==> config.mk <==
export PLATFORM = sky130hd
export DESIGN_NAME = pipeline_inject_arbiter
export DESIGN_NICKNAME = d
export VERILOG_FILES = /design/src/rtl/pipeline_inject_pkg.sv /design/src/rtl/pipeline_inject_arbiter_sync.sv /design/src/rtl/pipeline_inject_arbiter.sv
export SDC_FILE = /design/constraint.sdc
export NUM_CORES = 1
export LEC_CHECK = 0
export BUFFER_PORTS_ARGS = -buffer_cell sky130_fd_sc_hd__buf_4
export CAP_MARGIN = 20
export CORE_ASPECT_RATIO = 1.75
export CORE_MARGIN = 8
export CORE_UTILIZATION = 36
export DETAILED_ROUTE_END_ITERATION = 10
export MAX_ROUTING_LAYER = met4
export PLACE_DENSITY_LB_ADDON = 0.3
export SLEW_MARGIN = 0
export SYNTH_ARGS = -nofsm -noshare
export SYNTH_HDL_FRONTEND = slang
export SYNTH_SLANG_ARGS = --single-unit
==> constraint.sdc <==
create_clock -name clk -period 3.05 [get_ports clk]
set_clock_uncertainty 0.05 [all_clocks]
set_input_delay 0.1525 -clock clk [delete_from_list [all_inputs] [get_ports clk]]
set_output_delay 0.1525 -clock clk [all_outputs]
set_load 0.01 [all_outputs]
==> src/rtl/pipeline_inject_pkg.sv <==
// Shared types and helpers for the clocked front end that injects words into the micropipeline.
// Covers the FSM state encoding, pointer sizing and the round-robin pick.
package pipeline_inject_pkg;

  localparam int MAX_REQ = 16;

  typedef enum logic [1:0] {
    IDLE  = 2'd0,
    SETUP = 2'd1,
    REQ   = 2'd2,
    RTZ   = 2'd3
  } state_t;

  function automatic int clog2(input int n);
    int r;
    r = 0;
    for (int v = n - 1; v > 0; v = v >> 1) r++;
    return r;
  endfunction

  // Searches upward from ptr and wraps at n, which need not be a power of two.
  function automatic logic [MAX_REQ-1:0] rr_pick(input logic [MAX_REQ-1:0] req,
                                                 input int n,
                                                 input logic [3:0] ptr);
    logic [MAX_REQ-1:0] pick;
    logic found;
    int idx;
    pick  = '0;
    found = 1'b0;
    for (int i = 0; i < MAX_REQ; i++) begin
      if (i < n) begin
        idx = int'(ptr) + i;
        if (idx >= n) idx = idx - n;
        if (!found && req[idx[3:0]]) begin
          pick[idx[3:0]] = 1'b1;
          found = 1'b1;
        end
      end
    end
    return pick;
  endfunction

endpackage

==> src/rtl/pipeline_inject_arbiter_sync.sv <==
// Flop-chain synchronizer for an asynchronous 4-phase handshake wire.
// The same block is meant to sit on the pipeline output side (rr/ra).
module handshake_sync #(
  parameter int STAGES = 2
) (
  input  logic clk,
  input  logic rst,
  input  logic d,
  output logic q
);

  logic [STAGES-1:0] chain;

  always_ff @(posedge clk or posedge rst) begin
    if (rst) chain <= '0;
    else     chain <= {chain[STAGES-2:0], d};
  end

  assign q = chain[STAGES-1];

endmodule

==> src/rtl/pipeline_inject_arbiter.sv <==
// Round-robin front end that shares the micropipeline input channel between
// N_REQ clocked requesters, one word per 4-phase lr/la transaction.
//
// state | meaning
// IDLE  | waiting for a request with the synchronized acknowledge low
// SETUP | word held on data_o, counting out the bundling margin
// REQ   | lr_o high, waiting for the acknowledge
// RTZ   | lr_o low, waiting for the acknowledge to return to zero
module pipeline_inject_arbiter
  import pipeline_inject_pkg::*;
#(
  parameter int N_REQ        = 4,
  parameter int WIDTH        = 8,
  parameter int SYNC_STAGES  = 2,
  parameter int SETUP_CYCLES = 1
) (
  input  logic                   clk,
  input  logic                   rst,
  input  logic [N_REQ-1:0]       req_i,
  input  logic [N_REQ*WIDTH-1:0] data_i,
  output logic [N_REQ-1:0]       gnt_o,
  output logic [WIDTH-1:0]       data_o,
  output logic                   lr_o,
  input  logic                   la_i,
  output logic                   busy_o
);

  localparam int PTR_W = (N_REQ > 1) ? clog2(N_REQ) : 1;
  localparam int CNT_W = 4;

  logic [SYNC_STAGES-1:0] rst_pipe;
  logic                   rst_q;
  logic                   la_s;

  state_t             state, state_nxt;
  logic [PTR_W-1:0]   rr_ptr, rr_ptr_nxt, win_idx;
  logic [CNT_W-1:0]   cnt, cnt_nxt;
  logic               lr_nxt;
  logic               load;
  logic [MAX_REQ-1:0] req_ext, pick;
  logic [N_REQ-1:0]   gnt_v;
  logic [WIDTH-1:0]   win_data;
  logic               pick_unused;

  // Async assert, sync release; depth matches the la chain so la_s is valid
  // in the first cycle the FSM runs and a stale acknowledge is never missed.
  always_ff @(posedge clk or posedge rst) begin
    if (rst) rst_pipe <= '1;
    else     rst_pipe <= {rst_pipe[SYNC_STAGES-2:0], 1'b0};
  end

  assign rst_q = rst_pipe[SYNC_STAGES-1];

  handshake_sync #(
    .STAGES (SYNC_STAGES)
  ) u_la_sync (
    .clk (clk),
    .rst (rst),
    .d   (la_i),
    .q   (la_s)
  );

  always_comb begin
    req_ext = '0;
    req_ext[N_REQ-1:0] = req_i;
    pick     = rr_pick(req_ext, N_REQ, 4'(rr_ptr));
    win_idx  = '0;
    win_data = '0;
    for (int k = 0; k < N_REQ; k++) begin
      if (pick[k]) begin
        win_idx  = PTR_W'(k);
        win_data = data_i[k*WIDTH +: WIDTH];
      end
    end
    rr_ptr_nxt = (win_idx == PTR_W'(N_REQ - 1)) ? '0 : win_idx + 1'b1;
  end

  assign pick_unused = ^pick;

  always_comb begin
    state_nxt = state;
    cnt_nxt   = cnt;
    lr_nxt    = lr_o;
    load      = 1'b0;
    gnt_v     = '0;
    case (state)
      IDLE: begin
        if ((|req_i) && !la_s) begin
          gnt_v     = pick[N_REQ-1:0];
          load      = 1'b1;
          cnt_nxt   = CNT_W'(SETUP_CYCLES - 1);
          state_nxt = SETUP;
        end
      end
      SETUP: begin
        if (cnt == '0) begin
          lr_nxt    = 1'b1;
          state_nxt = REQ;
        end else begin
          cnt_nxt = cnt - 1'b1;
        end
      end
      REQ: begin
        if (la_s) begin
          lr_nxt    = 1'b0;
          state_nxt = RTZ;
        end
      end
      RTZ: begin
        if (!la_s) state_nxt = IDLE;
      end
      default: state_nxt = IDLE;
    endcase
  end

  always_ff @(posedge clk or posedge rst_q) begin
    if (rst_q) begin
      state  <= IDLE;
      rr_ptr <= '0;
      cnt    <= '0;
      lr_o   <= 1'b0;
      data_o <= '0;
    end else begin
      state <= state_nxt;
      cnt   <= cnt_nxt;
      lr_o  <= lr_nxt;
      if (load) begin
        data_o <= win_data;
        rr_ptr <= rr_ptr_nxt;
      end
    end
  end

  // The grant is combinational in IDLE, so it must be masked while reset is held.
  assign gnt_o  = rst_q ? '0 : gnt_v;
  assign busy_o = (state != IDLE);

endmodule
==> flow_summary_export.csv <==
group,metric,value,unit
floorplan,fp.dieH,110,microns
sta,hold_violations,0,
cells_and_area,fillers,477,
global_route,grt_max_degree,20,
cells_and_area,layout_common_cells,"58 x buf_4, 19 x nand2_1, 18 x dfrtp_1",
floorplan,initial_core_util,0.368,
power_and_ir_drop,sw_frac_of_total,0.476,
logic_synthesis,async_flop_share,1.00,
place,gp_congestion,0.853,
floorplan,core-area,4890,sq um
status,status,"finished, final reports clean",
sta,layout_setup_ws,127,ps
detailed_routing,firstDrtPassIters,4,
detailed_routing,vias,1662,
logic_synthesis,synthSimpleGateAreaFrac,0.183,
clock_network,clk_latency,260,ps
logic_synthesis,synth_edf_count,0,
setup_path,crit_fanout,9,
power_and_ir_drop,p_int,1290,uW
detailed_routing,routed_via_density,5.41,
sta,fin_tns_setup,0,ps
floorplan,num_rows,34,
logic_synthesis,synth_xor_area_frac,0.00973,
detailed_routing,drtIter0Drc,72,
cells_and_area,area.sequential,529,sq um
power_and_ir_drop,p_seq_frac,0.190,
global_route,grt_pass1_wl,8.18,mm
logic_synthesis,synth-compound-area-share,0.277,
place,dpl_worst_slack,178,ps
sta,worst_pin_slew,629,ps
global_route,grt_use_total,0.131,
logic_synthesis,synth_top_family_by_area,"compound AO/OA/AOI/OAI gates",
cells_and_area,final_net_count,307,
detailed_routing,antenna_left,0,
logic_synthesis,synth_seq_cells,21,
global_route,grt_overflow,0,
setup_path,worstSetupStartpointType,"flip-flop",
logic_synthesis,ys_types,51,
logic_synthesis,syn-num-nets,250,
power_and_ir_drop,powerDensity,1070,nW/um^2
hold_path,min_path_type,"primary input to flip-flop",
power_and_ir_drop,power_leakage,0.00111,uW
clock_network,clk_path_buf_depth,2,
place,placed_cells,301,
clock_network,cts_made_buffers,3,
sta,finalCritPeriodShare,0.958,
setup_path,critPathArrivalTime,2720,ps
global_route,antenna_found_initial,0,
clock_network,cts_tree,"yes",
logic_synthesis,seq_area_frac_synth,0.293,
floorplan,boundaryPins,53,
floorplan,die_w,69.5,microns
place,dp_hpwl,4.03,mm
clock_network,clockRootBuffer,"clkbuf_8",
detailed_routing,wl_per_cell,16.2,microns
logic_synthesis,synth_area_per_cell,9.14,sq um
job,maxCapViolations,0,
sta,maxSlewViolCount,0,
cells_and_area,n_antenna_cell,0,
floorplan,dieArea,7610,sq um
power_and_ir_drop,clkPwrFrac,0.075,
power_and_ir_drop,power.switching,1180,uW
logic_synthesis,ys.warnings.count,0,
logic_synthesis,synthMuxAreaShare,0.0730,
logic_synthesis,netlist_instances,197,
cells_and_area,multi_input_area,1160,sq um
sta,finalSetupViolations,0,
clock_network,cts_sinks,21,
power_and_ir_drop,ir_worst_vdd,0.582,mV
global_route,first_global_vias,1715,
clock_network,htree_levels,1,
place,port_buffers,52,
sta,grt_setup_unrepaired,"false",
sta,max_freq,342,MHz
setup_path,crit_path_end_kind,"primary output",
cells_and_area,instances_no_fill,307,
detailed_routing,drc,0,
setup_path,critPathKind,"flip-flop to primary output",
logic_synthesis,netlist_area,1800,sq um
clock_network,post_cts_buffers,0,
clock_network,path_clk_slew,80,ps
detailed_routing,wl,4.97,mm
power_and_ir_drop,p_comb_frac,0.736,
setup_path,crit_required,2850,ps
sta,min_period,2920,ps
logic_synthesis,synth_fa_ha_area_frac,0.0973,
sta,max_slew_margin,0.581,
cells_and_area,drive_above_1_share,0.356,
cells_and_area,areaGrowthSynthToFinish,28.2,%
logic_synthesis,synthFlopType,"dfrtp_1",
cells_and_area,layout_commonest_cell,"buf_4",
synthesized netlist by cell type, types with 3 or more instances:
| master | instances | area share |
|---|---|---|
| a21bo_2 | 8 | 0.044 |
| a21oi_1 | 14 | 0.039 |
| buf_4 | 3 | 0.013 |
| buf_6 | 3 | 0.019 |
| dfrtp_1 | 19 | 0.26 |
| ha_1 | 14 | 0.097 |
| inv_1 | 13 | 0.027 |
| mux2_4 | 4 | 0.033 |
| mux2i_1 | 6 | 0.033 |
| nand2_1 | 19 | 0.040 |
| nand3_1 | 11 | 0.031 |
| nor2_1 | 15 | 0.031 |
| nor3_1 | 6 | 0.017 |
| o31a_1 | 8 | 0.039 |
| o31ai_1 | 9 | 0.038 |
sequential cells by signal, summed over array words and instances (netlist names):
| register | count |
|---|---|
| data_o | 8 |
| rst_pipe | 2 |
| cnt | 4 |
| u_la_sync.chain | 2 |
| lr_o | 1 |
| rr_ptr | 2 |
| state | 2 |
power by group through the flow:
| stage | sequential, uW | clock, uW | combinational [uW] |
|---|---|---|---|
| final | 469 | 185 | 1820 |
| after global routing | 482 | 204 | 2010 |
| after CTS | 467 | 191 | 1830 |
| after detailed placement | 473 | 0 | 1820 |
| after global placement | 470 | 0 | 1800 |
| after floorplan | 489 | 0 | 1420 |
logic make-up after synthesis:
group / Yosys count
AND/OR/NAND/NOR: 64
AO/OA/AOI/OAI: 63
flip-flops: 21
buffers and inverters: 21
adder cells (fa/ha/maj): 14
multiplexers: 11
XOR/XNOR: 2
other: 1
stage by stage:
stage / instance area, sq um / hold slack (ps) / util / power, uW
floorplan: 1800 / -133 / - / 1910
global placement: 2230 / 8.06 / 0.457 / 2270
detailed placement: 2230 / 8.74 / 0.457 / 2290
CTS: 2300 / 177 / 0.471 / 2480
global route: 2310 / 189 / 0.472 / 2690
finish: 2310 / 172 / 0.472 / 2470
metal layers:
layer | global-route usage | routed length (microns)
met5 | - | 0
met4 | 0.0309 | 34
met3 | 0.0136 | 111
met2 | 0.251 | 2800
met1 | 0.139 | 2030
final cells by class:
cell class	instances	area share
timing repair buffer	60	0.197
tap	54	0.0293
clock inverter	1	0.00325
multi-input combinational	155	0.502
inverter	13	0.0211
clock buffer	3	0.0179
sequential	21	0.229
critical path, cell delays in order, from the launching register on:
cell,delay (ps)
dfrtp_2,420
inv_1,70
ha_2,380
mux2_4,320
a31o_1,230
a32o_1,270
a211o_2,410
and3_1,220
buf_4,140
worst paths after layout:
path                                                end  slack, ps  cells past startpoint                   from
max                                            gnt_o[0]        130                      8  rr_ptr[0]$_DFFE_PP0P_
min                               data_o[0]$_DFFE_PP0P_        170                      3             data_i[24]
max reg2reg                       data_o[1]$_DFFE_PP0P_        260                      9  rr_ptr[0]$_DFFE_PP0P_
min reg2reg                       data_o[0]$_DFFE_PP0P_        300                      2  rst_pipe[1]$_DFF_PP1_
max in group asynchronous         rst_pipe[1]$_DFF_PP1_       2440                      3                    rst
min in group asynchronous  u_la_sync.chain[1]$_DFF_PP0_        280                      3                    rst
what timing repair did:
action | in CTS | in global routing
hold endpoints to repair | 5 | 0
setup endpoints to repair | 0 | 10
resized for setup | 0 | 3
hold buffers | 2 | 0
Power figures use the tool's default switching activity.
